--- src/rtl/bcd_serial_add_ctrl_if.sv ---
// Operand/result bundle between the operand capture logic and the serial BCD adder.
// The master side drives the operands and start; the slave side is the adder.
interface bcd_serial_add_ctrl_if #(
  parameter int NDIG = 4
);
  logic              start;
  logic              cin;
  logic [4*NDIG-1:0] A;
  logic [4*NDIG-1:0] B;
  logic [4*NDIG-1:0] SUM;
  logic              COUT;
  logic              busy;
  logic              done;
  logic              err;

  modport master (
    output start, cin, A, B,
    input  SUM, COUT, busy, done, err
  );

  modport slave (
    input  start, cin, A, B,
    output SUM, COUT, busy, done, err
  );
endinterface

--- src/rtl/bcd_serial_add_ctrl.sv ---
// Digit-serial packed-BCD adder: one shared single-digit BCD stage, LSD first,
// running carry held in a register, start/busy/done handshake.
module bcd_serial_add_ctrl #(
  parameter int NDIG = 4
) (
  input  logic                 Clock,
  input  logic                 Reset,
  bcd_serial_add_ctrl_if.slave bus
);

  localparam int CW = (NDIG > 1) ? $clog2(NDIG) : 1;
  localparam logic [CW-1:0] LAST = CW'(NDIG - 1);

  typedef enum logic [1:0] {S_IDLE, S_ADD, S_DONE} state_e;
  typedef logic [NDIG-1:0][3:0] digits_t;

  state_e        state_q, state_d;
  logic [CW-1:0] count_q, count_d;
  logic          carry_q, carry_d;
  digits_t       a_q, a_d;
  digits_t       b_q, b_d;
  digits_t       sum_q, sum_d;
  logic          cout_q, cout_d;
  logic          err_q, err_d;
  logic          busy_q, busy_d;
  logic          done_q, done_d;

  logic [3:0] a_dig, b_dig, dig;
  logic [4:0] s, s_adj;
  logic       dig_carry;

  // Shared single-digit stage: binary sum, then +6 correction above 9.
  always_comb begin
    a_dig     = a_q[count_q];
    b_dig     = b_q[count_q];
    s         = {1'b0, a_dig} + {1'b0, b_dig} + {4'b0, carry_q};
    s_adj     = s + 5'd6;
    dig_carry = (s > 5'd9);
    dig       = dig_carry ? s_adj[3:0] : s[3:0];
  end

  always_comb begin
    // NOTE: every _d gets its hold value first, so no path through the case leaves one unassigned and no latch is inferred.
    state_d = state_q;
    count_d = count_q;
    carry_d = carry_q;
    a_d     = a_q;
    b_d     = b_q;
    sum_d   = sum_q;
    cout_d  = cout_q;
    err_d   = err_q;

    unique case (state_q)
      S_IDLE: begin
        if (bus.start) begin
          a_d     = bus.A;
          b_d     = bus.B;
          carry_d = bus.cin;
          sum_d   = '0;
          cout_d  = 1'b0;
          err_d   = 1'b0;
          count_d = '0;
          state_d = S_ADD;
        end
      end
      S_ADD: begin
        sum_d[count_q] = dig;
        carry_d        = dig_carry;
        err_d          = err_q | (a_dig > 4'd9) | (b_dig > 4'd9);
        if (count_q == LAST) begin
          cout_d  = dig_carry;
          state_d = S_DONE;
        end else begin
          count_d = count_q + CW'(1);
        end
      end
      S_DONE:  state_d = S_IDLE;
      default: state_d = S_IDLE;
    endcase

    // Handshake outputs are registered, derived from the next state.
    busy_d = (state_d != S_IDLE);
    done_d = (state_d == S_DONE);
  end

  // NOTE: state is updated with non-blocking assignments so every flop samples pre-edge values; blocking ones would create order-dependent races.
  always_ff @(posedge Clock) begin
    if (Reset) begin
      state_q <= S_IDLE;
      count_q <= '0;
      carry_q <= 1'b0;
      a_q     <= '0;
      b_q     <= '0;
      sum_q   <= '0;
      cout_q  <= 1'b0;
      err_q   <= 1'b0;
      busy_q  <= 1'b0;
      done_q  <= 1'b0;
    end else begin
      state_q <= state_d;
      count_q <= count_d;
      carry_q <= carry_d;
      a_q     <= a_d;
      b_q     <= b_d;
      sum_q   <= sum_d;
      cout_q  <= cout_d;
      err_q   <= err_d;
      busy_q  <= busy_d;
      done_q  <= done_d;
    end
  end

  assign bus.SUM  = sum_q;
  assign bus.COUT = cout_q;
  assign bus.err  = err_q;
  assign bus.busy = busy_q;
  assign bus.done = done_q;

endmodule

--- src/flat_wrapper.sv ---
// flat-port wrapper written by rule: the top's interface ports become plain ports
module bcd_serial_add_ctrl_flat 
#(
  parameter int NDIG = 4
)
  (Clock, Reset, bus_start, bus_cin, bus_A, bus_B, bus_SUM, bus_COUT, bus_busy, bus_done, bus_err);
  bcd_serial_add_ctrl_if #(.NDIG(NDIG)) bus_i ();
  input  logic Clock;
  input  logic Reset;
  input wire logic [$bits(bus_i.start)-1:0] bus_start;
  input wire logic [$bits(bus_i.cin)-1:0] bus_cin;
  input wire logic [$bits(bus_i.A)-1:0] bus_A;
  input wire logic [$bits(bus_i.B)-1:0] bus_B;
  output wire logic [$bits(bus_i.SUM)-1:0] bus_SUM;
  output wire logic [$bits(bus_i.COUT)-1:0] bus_COUT;
  output wire logic [$bits(bus_i.busy)-1:0] bus_busy;
  output wire logic [$bits(bus_i.done)-1:0] bus_done;
  output wire logic [$bits(bus_i.err)-1:0] bus_err;
  assign bus_i.start = bus_start;
  assign bus_i.cin = bus_cin;
  assign bus_i.A = bus_A;
  assign bus_i.B = bus_B;
  assign bus_SUM = bus_i.SUM;
  assign bus_COUT = bus_i.COUT;
  assign bus_busy = bus_i.busy;
  assign bus_done = bus_i.done;
  assign bus_err = bus_i.err;
  bcd_serial_add_ctrl #(.NDIG(NDIG)) u_core (.Clock(Clock), .Reset(Reset), .bus(bus_i));
endmodule
--- config.mk ---
export PLATFORM = sky130hd
export DESIGN_NAME = bcd_serial_add_ctrl_flat
export DESIGN_NICKNAME = d
export VERILOG_FILES = /design/src/rtl/bcd_serial_add_ctrl_if.sv /design/src/rtl/bcd_serial_add_ctrl.sv /design/src/flat_wrapper.sv
export SDC_FILE = /design/constraint.sdc
export NUM_CORES = 1
export LEC_CHECK = 0
export CORE_MARGIN = 5
export CORE_UTILIZATION = 50
export DETAILED_ROUTE_END_ITERATION = 12
export PLACE_DENSITY = 0.76
export SYNTH_ARGS = -nofsm -noshare
export SYNTH_HDL_FRONTEND = slang
export SYNTH_SLANG_ARGS = --single-unit
--- constraint.sdc ---
create_clock -name Clock -period 9.95 [get_ports Clock]
set_input_delay 1.99 -clock Clock [delete_from_list [all_inputs] [get_ports Clock]]
set_output_delay 1.99 -clock Clock [all_outputs]
set_load 0.03 [all_outputs]
# == Word level (Yosys, flattened, before mapping) ==
# Cells that the tools add are included.
# op_classes
n_lt_le_gt_ge,5
bitwise,2
add_sub_neg,4
reduce_logical,8
eq_ne,6
n_mux,22
# ops
op,count
$pmux 16 s2,1
$bmux 4 s2,2
$bwmux 16,1
$mux 16,1
$mux 4,4
$demux 4 s2,1
$gt 4x4->1 const B,2
$mux 2,4
$pmux 2 s2,2
$pmux 1 s2,3
$reduce_and 3->1,2
$add 4x4->5,1
$add 5x1->5,1
$gt 5x4->1 const B,1
$add 4x3->4 const B,1
$eq 2x2->1 const B,2
$ne 2x2->1 const B,2
$reduce_and 2->1,2
$reduce_bool 2->1,2
$lt 2x3->1 const B,1
$mux 1,3
$add 2x1->2 const B,1
$eq 2x1->1 const B,1
$ge 2x1->1 const B,1
4 further kinds,5
# word_totals
register_bits,57
elab_cells,66
input_bits,36

# == Depth between registers and ports, before layout ==
# Gate-level depths: netlist (run 1).
# depth
depth_word,8
depth_mapped,11
mapped_depth_nobuf,10

# == Worst setup path after synthesis (run 1) ==
# No wires, ideal clock.
# synth_path
path_kind,reg2reg
startpoint,reg u_core.count_q[0]
endpoint,reg u_core.sum_q (netlist bit u_core.bus.SUM[10])
setup_ns,0.084
period_less_slack_ns,3.620
required_time_ns,9.866
arrival_ns,3.536
stages_incl_launch_ff,12
path_slack_ns,6.330
cell_sequence,dfxtp_1 > buf_2 > mux4_2 > fa_1 > fa_1 > xnor2_2 > ha_1 > and2b_2 > a31o_4 > o31ai_4 > mux2_4 > o31ai_2
# synth_via
elab_chain_cells,8
elab_cells_between_ends,16
classes_between,add/sub (3); order compare (3); mux (9); reduce/logical (1)
# synth_rtl
item,line_no,rtl
start: declaration,bcd_serial_add_ctrl.sv:18,"logic [CW-1:0] count_q, count_d;"
start signal: assignment,bcd_serial_add_ctrl.sv:101,count_q <= count_d;
"$bmux 4 s2, on equally long branches","bcd_serial_add_ctrl.sv:34, bcd_serial_add_ctrl.sv:35",
"$mux 4, on equally long branches","bcd_serial_add_ctrl.sv:34, bcd_serial_add_ctrl.sv:35",
$add 4x4->5,bcd_serial_add_ctrl.sv:36,"s = {1'b0, a_dig} + {1'b0, b_dig} + {4'b0, carry_q};"
$add 5x1->5,bcd_serial_add_ctrl.sv:36,
$add 4x3->4 / $gt 5x4->1 (equally long branches),"bcd_serial_add_ctrl.sv:37, bcd_serial_add_ctrl.sv:38",
$mux 4,bcd_serial_add_ctrl.sv:39,dig = dig_carry ? s_adj[3:0] : s[3:0];
$bwmux 16 *,bcd_serial_add_ctrl.sv:67,sum_d[count_q] = dig;
$pmux 16 s2 *,bcd_serial_add_ctrl.sv:53,unique case (state_q)
end signal: assignment,bcd_serial_add_ctrl.sv:105,sum_q <= sum_d;
end: declaration,bcd_serial_add_ctrl.sv:22,"digits_t sum_q, sum_d;"
# Every way passes the cells marked *; elsewhere a longest branch is shown, timed or not. The select of a mux whose other input is x is not followed.
# A chain may end at the register's enable or synchronous reset.

# == Worst setup path after layout (run 1) ==
# Ends and elaborated chain as after synthesis.

==> metrics.csv, run 1 <==
stage,metric,value,unit
floorplan,Starting Density,0.510,
synth,Mapped Cells,283,
sta,final worst path period need,3990,ps
setup_path,crit path cell chain,"mux4_2, fa_1, fa_1, xnor2_2, ha_1, and2b_2, a31o_4, o31ai_4, mux2_4, o31ai_2",
finish,final cell count without fillers,407,
setup_path,startpoint type of the worst setup path,flop,
grt,vias in the first global route,2070,
setup_path,cell mode on critical path,fa_1,
cts,clk slew on worst S/H paths,60,ps
cts,CTS root buffer,clkbuf_8,
floorplan,Ports,56,
synth,sequential element share of the synthesized area,0.441,
setup_path,"delay-heaviest family, CP",adder cells,
floorplan,core area,5070,µm²
floorplan,Die ar.,6710,µm²
synth,Post-synth EDFFs,0,
hold_path,worst hold-check path type,flop to flop,
cts,Worst-Skew Late Latency,330,ps
finish,ratio of cells with drive above 1 in the final layout,0.125,
sta,fmax,0.250,GHz
synth,#FFs+latches synth,57,
status,status,"complete, no violations",
sta,RSZ-0062 raised after global routing,no,
placed_design,Setup WS pre-CTS,5790,ps
cts,# Post-CTS Setup Buffers,0,
floorplan,num rows,26,
finish,Final #Nets,379,
sta,Final Hold Fails,0,
cts,CTS tree,yes,
run,MaxCap Viol Count,0,
floorplan,Die H,81.9,µm
sta,Setup Viol. Count Final,0,
route,DR WL/cell,13.7,µm
power,worst vdd ir,0.0881,mV
grt,first-pass GRT wire length,9.12,mm
finish,Area Overhead vs Synth,28.4,%
placed_design,port bufs,55,
setup_path,CP endpoint kind,flop,
synth,Netlist cell types,43,
sta,Max transition margin,0.191,
sta,Final Max Slew Viols,0,
synth,synthesized area,2590,µm²
synth,ys flop type,dfxtp_1,
placed_design,HPWL after DPL,3.89,mm
synth,Syn. warnings,0,
sta,Slew @ Worst Pin,1210,ps
synth,ys async rst share,0,
cts,Num CTS Buffers,9,
sta,setup ws final,5960,ps
placed_design,Final GP Congestion,0.806,
floorplan,Die X-Extent,81.9,µm
route,Initial DRC Count,104,
sta,hold slack,450,ps
setup_path,Crit-path slowest cell,dfxtp_1,
grt,pin count of the biggest net entering global routing,61,
power,Tot Pwr,0.548,mW
sta,Setup TNS Final,0,ps
placed_design,Inst Count DP,392,
setup_path,critical-path maximum fanout,13,
route,DRC,0,
cts,cts repair resizes,0,
power,Power Density,165,nW/µm²
setup_path,WP data arrival,4240,ps
finish,# diodes,0,
setup_path,max incr delay on CP,740,ps
sta,clock skew,6.40,ps
route,drt total wl,5.59,mm
setup_path,crit path buf inv count,0,
cts,hold buffers post-CTS,0,
grt,GR Overflow Total,0,
grt,Total Routing Usage GR,0.181,
route,via count,2150,
setup_path,Setup CP Type,flop to flop,
synth,"Net Count, Synth",329,
cts,Clock Sink Count,57,
sta,period utilization,0.401,
power,LEAKAGE,1.24,nW
cts,CTS HTree Levels,3,
route,Via density,5.28,
setup_path,Critical Path RT,10190,ps
grt,antenna violations before repair,0,
route,post-route ant nets,0,
synth,average size of a mapped cell,9.14,µm²
route,DRT Pass-1 Iters,6,
cts,clk buf depth,2,
==> final cells by class <==
cell class	instances	area [µm²]
tap	70	87.6
clock buffer	12	165
clock inverter	3	15.0
multi-input combinational	203	1340
sequential	57	1140
inverter	6	22.5
fill	451	1750
timing repair buffer	56	553
==> state kept, by name (all words and copies together) (netlist names) <==
register / cells
u_core.bus.done: 1
u_core.bus.COUT: 1
u_core.b_q: 16
u_core.bus.err: 1
u_core.count_q: 2
u_core.state_q: 2
u_core.a_q: 16
u_core.bus.SUM: 16
u_core.carry_q: 1
u_core.bus.busy: 1
==> routing by layer <==
metal  track usage  part of all wire  up-vias  wire length [µm]
met5             0                 0        -                 0
met4         0.108             0.015        0                85
met3        0.0450             0.065        7               366
met2         0.303              0.49       64              2730
met1         0.209              0.43     1000              2410
li1              -                 -     1079                 -
==> tightest hold or removal path, stage by stage, from the launching register on <==
cell,delay [ps]
dfxtp_1,300
nand2_1,50
a21oi_1,50
==> cell usage in the layout, fill, tap and decap left out, drive strengths merged, types with 2 or more instances in the layout <==
master	n
a21o	2
clkbuf	12
nand4b	3
mux4	8
ha	8
clkdlybuf4s50	54
dfxtp	57
nor2	14
a311oi	4
a21oi	45
nand3	7
mux2	2
nand2b	2
nand2	72
and2	6
buf	2
o31ai	7
inv	6
fa	2
o21ai	5
clkinv	3
nand3b	2
a22oi	3
==> through the flow <==
stage / area, µm² / utilization
3_5_place_dp: 3140 / 0.619
6_report: 3320 / 0.655
3_3_place_gp: 3140 / 0.619
4_1_cts: 3320 / 0.655
5_1_grt: 3320 / 0.655
2_1_floorplan: 2590 / -
==> final timing paths <==
check | from | end | slack, ps | depth (start not counted)
min | u_core.b_q[11]$_SDFFE_PP0P_ | u_core.b_q[11]$_SDFFE_PP0P_ | 450 | 2
min reg2reg | u_core.b_q[11]$_SDFFE_PP0P_ | u_core.b_q[11]$_SDFFE_PP0P_ | 450 | 2
max | u_core.count_q[0]$_SDFFE_PP0P_ | u_core.bus.SUM[10]$_SDFFE_PP0P_ | 5960 | 10
max reg2reg | u_core.count_q[0]$_SDFFE_PP0P_ | u_core.bus.SUM[10]$_SDFFE_PP0P_ | 5960 | 10
==> cells in the mapped netlist, drive strengths merged (3+ instances only) <==
master   n  area [µm²]
o31ai    7        81.3
dfxtp   57        1140
buf      7        37.5
a311oi   4        35.0
clkbuf  10        47.5
a22oi    3        22.5
a21oi   45         240
nand2   72         270
ha       8         100
nand4b   3        26.3
inv      6        22.5
and2     6        37.5
nand3    7        35.0
mux4     8         180
nor2    14        52.6
o21ai    5        32.5
==> logic make-up after synthesis <==
kind of cell,share of synthesized area
buf+inv,0.0416
fa+ha+maj,0.0542
compound gates,0.181
simple gates,0.192
xor+xnor,0.00629
flops,0.441
mux,0.0837
==> where the power goes <==
part | internal [mW] | switching [mW]
registers | 0.239 | 0.00763
logic | 0.0501 | 0.0558
clock network | 0.108 | 0.0871
Note: power is estimated with default switching activity, not from simulation.
==> run 2: changes to the inputs <==
--- a/config.mk
+++ b/config.mk
@@ -6,9 +6,9 @@
 export NUM_CORES = 1
 export LEC_CHECK = 0
 export CORE_MARGIN = 5
-export CORE_UTILIZATION = 50
+export CORE_UTILIZATION = 45
 export DETAILED_ROUTE_END_ITERATION = 12
-export PLACE_DENSITY = 0.76
+export PLACE_DENSITY = 0.72
 export SYNTH_ARGS = -nofsm -noshare
 export SYNTH_HDL_FRONTEND = slang
 export SYNTH_SLANG_ARGS = --single-unit
==> constraint.sdc (replaced) <==
create_clock -name Clock -period 3.3 [get_ports Clock]
set_input_delay 0.66 -clock Clock [delete_from_list [all_inputs] [get_ports Clock]]
set_output_delay 0.66 -clock Clock [all_outputs]
set_load 0.03 [all_outputs]
==> run 2 against run 1 <==
Effect of this change:
- sequential share of layout area fell by 1.2 points
- power rose to 3.1 times the previous value
- critical path depth did not move
- final cell count rose by 3.2%
- die area rose by 9.7%
- fmax rose by 22%
- non-clock buffer count rose by 10
- largest power group unchanged
- highest routed layer unchanged
==> metrics.csv, run 2 (same netlist as run 1, synthesis figures left out) <==
stage,metric,value,unit,change
cts,Clock Sink Count,57,,unchanged
setup_path,startpoint type of the worst setup path,flop,,
sta,clock skew,7.03,ps,+0.633 ps
power,LEAKAGE,1.30,nW,+4.5%
grt,antenna violations before repair,0,,unchanged
floorplan,Die ar.,7370,µm²,+9.7%
floorplan,Ports,56,,unchanged
cts,Worst-Skew Late Latency,330,ps,about the same
floorplan,Starting Density,0.467,,-0.0428
sta,period utilization,0.993,,+0.592
sta,Final Max Slew Viols,0,,unchanged
cts,Num CTS Buffers,9,,unchanged
finish,Final #Nets,389,,+2.6%
route,DR WL/cell,13.5,µm,-1.8%
setup_path,Critical Path RT,3550,ps,-6640 ps
finish,ratio of cells with drive above 1 in the final layout,0.170,,+0.0449
sta,Max transition margin,0.674,,+0.483
sta,Setup TNS Final,0,ps,unchanged
finish,"Design Area, Final",3460,µm²,+4.0%
setup_path,max incr delay on CP,550,ps,-190 ps
setup_path,flop2flop setup slack,20,ps,-5930 ps
cts,clk slew on worst S/H paths,70,ps,about the same
grt,pin count of the biggest net entering global routing,33,,-46%
placed_design,HPWL after DPL,4.23,mm,+8.7%
sta,hold slack,452,ps,+2.15 ps
sta,fmax,0.305,GHz,+22%
floorplan,Die X-Extent,85.8,µm,+4.8%
route,Initial DRC Count,62,,-40%
finish,# diodes,0,,unchanged
setup_path,cell mode on critical path,fa_2,,
cts,CTS HTree Levels,3,,unchanged
floorplan,num rows,27,,+3.8%
cts,clk buf depth,2,,unchanged
route,Via density,5.12,,-3.1%
setup_path,critical-path maximum fanout,4,,-9
grt,GR Overflow Total,0,,unchanged
sta,Slew @ Worst Pin,490,ps,-725 ps
hold_path,worst hold-check path type,flop to flop,,
finish,Area Overhead vs Synth,33.6,%,
setup_path,CP endpoint kind,flop,,
grt,vias in the first global route,2120,,+2.4%
sta,Final Hold Fails,0,,unchanged
setup_path,Setup CP Type,flop to flop,,
finish,# fillers,501,,+11%
setup_path,WP data arrival,3530,ps,-710 ps
run,MaxCap Viol Count,0,,unchanged
finish,multi-input logic area,1370,µm²,+2.1%
sta,RSZ-0062 raised after global routing,yes,,
cts,CTS tree,yes,,
status,status,"complete, no violations",,
placed_design,port bufs,55,,unchanged
sta,final worst path period need,3280,ps,-717 ps
finish,"most common cell after layout, fill and taps aside",nand2_1,,
sta,Setup Viol. Count Final,0,,unchanged
power,worst vdd ir,0.316,mV,+260%
setup_path,Crit-path slowest cell,fa_2,,
power,Power Density,498,nW/µm²,+200%
grt,first-pass GRT wire length,9.51,mm,+4.2%
floorplan,Die H,85.8,µm,+4.8%
grt,Total Routing Usage GR,0.164,,-0.0170
cts,CTS root buffer,clkbuf_8,,
route,drt total wl,5.66,mm,+1.3%
route,via count,2151,,+0.047%
route,DRC,0,,unchanged
route,post-route ant nets,0,,unchanged
finish,FF/Latch Area,1150,µm²,+0.44%
placed_design,Final GP Congestion,0.780,,-3.1%
floorplan,core area,5540,µm²,+9.2%
finish,"commonest non-fill, non-tap cells in the layout","72 x nand2_1, 55 x dfxtp_1, 54 x clkdlybuf4s50_1",,
setup_path,crit path cell chain,"mux4_2, fa_2, fa_2, inv_2, ha_4, and2b_2, a31o_4, o31ai_4, mux2_4, o31ai_2",,
route,DRT Pass-1 Iters,4,,-2
placed_design,Area after DPL,3230,µm²,+2.6%
[run 2: cell count changes in the layout (fill, tap and decap cells not counted), moves of 2 or more]
| cell | change |
|---|---|
| clkbuf_8 | -2 |
| fa_2 | +2 |
| fa_1 | -2 |
| buf_4 | +9 |
| dfxtp_1 | -2 |
[run 2: per-stage QoR]
stage          power, mW  setup slack [ps]  std cells   util
6_report            1.72              22.2        420  0.624
5_1_grt             1.81             -73.9        420  0.624
4_1_cts             1.73              17.5        418  0.618
3_5_place_dp        1.10              15.3        402  0.582
3_3_place_gp        1.09              90.0        402  0.582
2_1_floorplan      0.991             -71.3        283      -
[run 2: what timing repair did]
| action | CTS | global route |
|---|---|---|
| endpoints found under the setup margin | 1 | 7 |
| gates resized for setup | 1 | 3 |
| hold buffers | 0 | 0 |
| pin swaps | 1 | 0 |
| buffers inserted | 0 | 2 |
[run 2: where the power goes]
group / leakage, nW / total (mW) / switching (mW) / internal (mW)
Sequential: 0.467 / 0.739 / 0.0175 / 0.722
Combinational: 0.731 / 0.353 / 0.179 / 0.174
Clock: 0.102 / 0.631 / 0.268 / 0.363
Total: 1.30 / 1.72 / 0.464 / 1.26
[run 2: area by class of cell]
class | count | area share
multi-input cells | 203 | 0.396
clock inverters | 6 | 0.0166
clock buffers | 10 | 0.0398
inverters | 6 | 0.00651
well taps | 72 | 0.0261
flip-flops and latches | 57 | 0.332
repair buffers | 66 | 0.184
[run 2: per-layer routing]
metal,wire length (µm),global-route usage,vias up
met2,2750,0.280,61
met4,109,0.0950,0
met1,2480,0.191,984
met5,0,0,-
li1,-,-,1098
met3,324,0.0346,8
[run 2: worst paths after layout]
kind,to,startpoint,depth (start not counted)
max,u_core.bus.SUM[6]$_SDFFE_PP0P_,u_core.count_q[1]$_SDFFE_PP0P_,10
min,u_core.a_q[8]$_SDFFE_PP0P_,u_core.a_q[8]$_SDFFE_PP0P_,2
max reg2reg,u_core.bus.SUM[6]$_SDFFE_PP0P_,u_core.count_q[1]$_SDFFE_PP0P_,10
min reg2reg,u_core.a_q[8]$_SDFFE_PP0P_,u_core.a_q[8]$_SDFFE_PP0P_,2
[run 2: critical path: cells and delay by family (launching register included)]
kind | cells | cell delay, ps
fa+ha+maj | 3 | 1090
mux | 2 | 890
compound gates | 3 | 600
simple gates | 1 | 190
flops | 1 | 360
buf+inv | 1 | 50
==> run 3: changes to the inputs <==
--- a/config.mk
+++ b/config.mk
@@ -5,7 +5,7 @@
 export SDC_FILE = /design/constraint.sdc
 export NUM_CORES = 1
 export LEC_CHECK = 0
-export CORE_MARGIN = 5
+export CORE_MARGIN = 2
 export CORE_UTILIZATION = 45
 export DETAILED_ROUTE_END_ITERATION = 12
 export PLACE_DENSITY = 0.72
==> run 3 against run 2 <==
Effect of this change:
- critical path depth up 1
- worst setup slack better by 6.3 ps
- fmax up 0.19%
- sequential share of layout area up 0.25 points
- highest routed layer unchanged
- routed wire length up 0.28%
- hold slack better by 2.6 ps
==> metrics.csv, run 3 (same netlist as run 1, synthesis figures left out) <==
stage,metric,value,unit,change
placed_design,Area after DPL,3230,µm²,+0.16%
setup_path,Worst R2R Path Depth,11,,+1
route,DRC,0,,unchanged
sta,RSZ-0062 raised after global routing,yes,,
floorplan,Starting Density,0.467,,unchanged
cts,Worst-Skew Late Latency,340,ps,about the same
sta,Slew @ Worst Pin,635,ps,+145 ps
finish,"commonest non-fill, non-tap cells in the layout","72 x nand2_1, 55 x dfxtp_1, 54 x clkdlybuf4s50_1",,
cts,clk slew on worst S/H paths,60,ps,about the same
power,LEAKAGE,1.28,nW,-1.3%
sta,Setup TNS Final,0,ps,unchanged
setup_path,WP data arrival,3520,ps,about the same
hold_path,worst hold stages,2,,unchanged
route,via count,2122,,-1.3%
sta,period utilization,0.991,,-0.00192
sta,Setup Viol. Count Final,0,,unchanged
grt,Total Routing Usage GR,0.193,,+0.0284
route,drt total wl,5.68,mm,+0.28%
finish,# diodes,0,,unchanged
grt,vias in the first global route,2005,,-5.4%
floorplan,Die X-Extent,79.8,µm,-7.0%
sta,Final Max Slew Viols,0,,unchanged
cts,clk buf depth,2,,unchanged
finish,Final #Nets,386,,-0.77%
floorplan,Die H,79.8,µm,-7.0%
setup_path,Critical Path RT,3550,ps,about the same
route,DR WL/cell,13.6,µm,+1.0%
finish,FF/Latch Area,1140,µm²,-0.22%
grt,GR Overflow Total,0,,unchanged
setup_path,startpoint type of the worst setup path,flop,,
cts,CTS tree,yes,,
finish,"Design Area, Final",3420,µm²,-0.98%
sta,hold slack,454,ps,+2.57 ps
setup_path,CP endpoint kind,flop,,
sta,fmax,0.306,GHz,+0.19%
cts,CTS HTree Levels,3,,unchanged
finish,"most common cell after layout, fill and taps aside",nand2_1,,
floorplan,core area,5540,µm²,unchanged
route,post-route ant nets,0,,unchanged
placed_design,Setup WS pre-CTS,10.3,ps,-5.05 ps
sta,setup ws final,28.5,ps,+6.32 ps
finish,Area Overhead vs Synth,32.3,%,
grt,pin count of the biggest net entering global routing,39,,+18%
cts,Clock Sink Count,57,,unchanged
setup_path,critical-path maximum fanout,11,,+7
run,MaxCap Viol Count,0,,unchanged
status,status,"complete, no violations",,
placed_design,port bufs,55,,unchanged
cts,Num CTS Buffers,9,,unchanged
route,Initial DRC Count,84,,+35%
floorplan,Ports,56,,unchanged
power,Power Density,500,nW/µm²,+0.40%
cts,CTS root buffer,clkbuf_8,,
finish,ratio of cells with drive above 1 in the final layout,0.154,,-0.0159
sta,Final Hold Fails,0,,unchanged
setup_path,Setup CP Type,flop to flop,,
placed_design,HPWL after DPL,4.08,mm,-3.4%
finish,# fillers,490,,-2.2%
sta,final worst path period need,3270,ps,-6.32 ps
route,Via density,5.09,,-0.64%
route,DRT Pass-1 Iters,4,,unchanged
power,worst vdd ir,0.260,mV,-18%
finish,multi-input logic area,1360,µm²,-0.82%
sta,clock skew,4.98,ps,-2.06 ps
cts,# Post-CTS Setup Buffers,0,,unchanged
floorplan,num rows,27,,unchanged
hold_path,worst hold-check path type,flop to flop,,
sta,Max transition margin,0.577,,-0.0970
grt,antenna violations before repair,0,,unchanged
floorplan,Die ar.,6370,µm²,-13%
placed_design,Final GP Congestion,0.813,,+4.2%
grt,first-pass GRT wire length,9.35,mm,-1.7%
run 3: critical path: stages (launching register included):
cell and delay [ps]:
dfxtp_2 350, buf_6 170, mux4_2 330, fa_2 410, fa_2 550, inv_2 50
ha_4 150, and2b_2 190, a31o_4 220, o31ai_4 200, mux2_4 360, o31ai_2 180
run 3: report_power, final:
| part | leakage, nW | switching, mW | total (mW) | internal [mW] |
|---|---|---|---|---|
| sequential | 0.466 | 0.0176 | 0.740 | 0.722 |
| clock | 0.0974 | 0.258 | 0.625 | 0.367 |
| combinational | 0.719 | 0.179 | 0.348 | 0.169 |
run 3: timing repair:
item                                    4_1_cts  5_1_grt
hold buffers                                  0        0
endpoints found under the setup margin        0        3
endpoints found under the hold margin         0        0
gates resized for setup                       0        1
run 3: worst paths after layout:
check	start	end	slack, ps
hold / removal	u_core.b_q[12]$_SDFFE_PP0P_	u_core.b_q[12]$_SDFFE_PP0P_	450
hold reg to reg	u_core.b_q[12]$_SDFFE_PP0P_	u_core.b_q[12]$_SDFFE_PP0P_	450
setup reg to reg	u_core.count_q[1]$_SDFFE_PP0P_	u_core.bus.SUM[6]$_SDFFE_PP0P_	30
setup / recovery	u_core.count_q[1]$_SDFFE_PP0P_	u_core.bus.SUM[6]$_SDFFE_PP0P_	30
run 3: metal layers:
layer	up-vias	GRT usage	routed length, µm
li1	1095	-	-
met1	966	0.228	2590
met3	9	0.0486	257
met4	0	0.102	101
met2	52	0.322	2730
met5	-	0	0
run 3: per-stage QoR:
stage	std cells	utilization	power, mW
final	417	0.618	1.71
after global routing	417	0.618	1.79
after CTS	417	0.617	1.73
after detailed placement	401	0.583	1.10
after global placement	401	0.583	1.09
after floorplan	283	-	0.991
run 3: area by class of cell:
class | count | area share
clock buffer | 13 | 0.0435
sequential | 57 | 0.334
multi-input combinational | 203 | 0.396
tap | 72 | 0.0263
clock inverter | 3 | 0.0117
inverter | 6 | 0.00658
timing repair buffer | 63 | 0.182
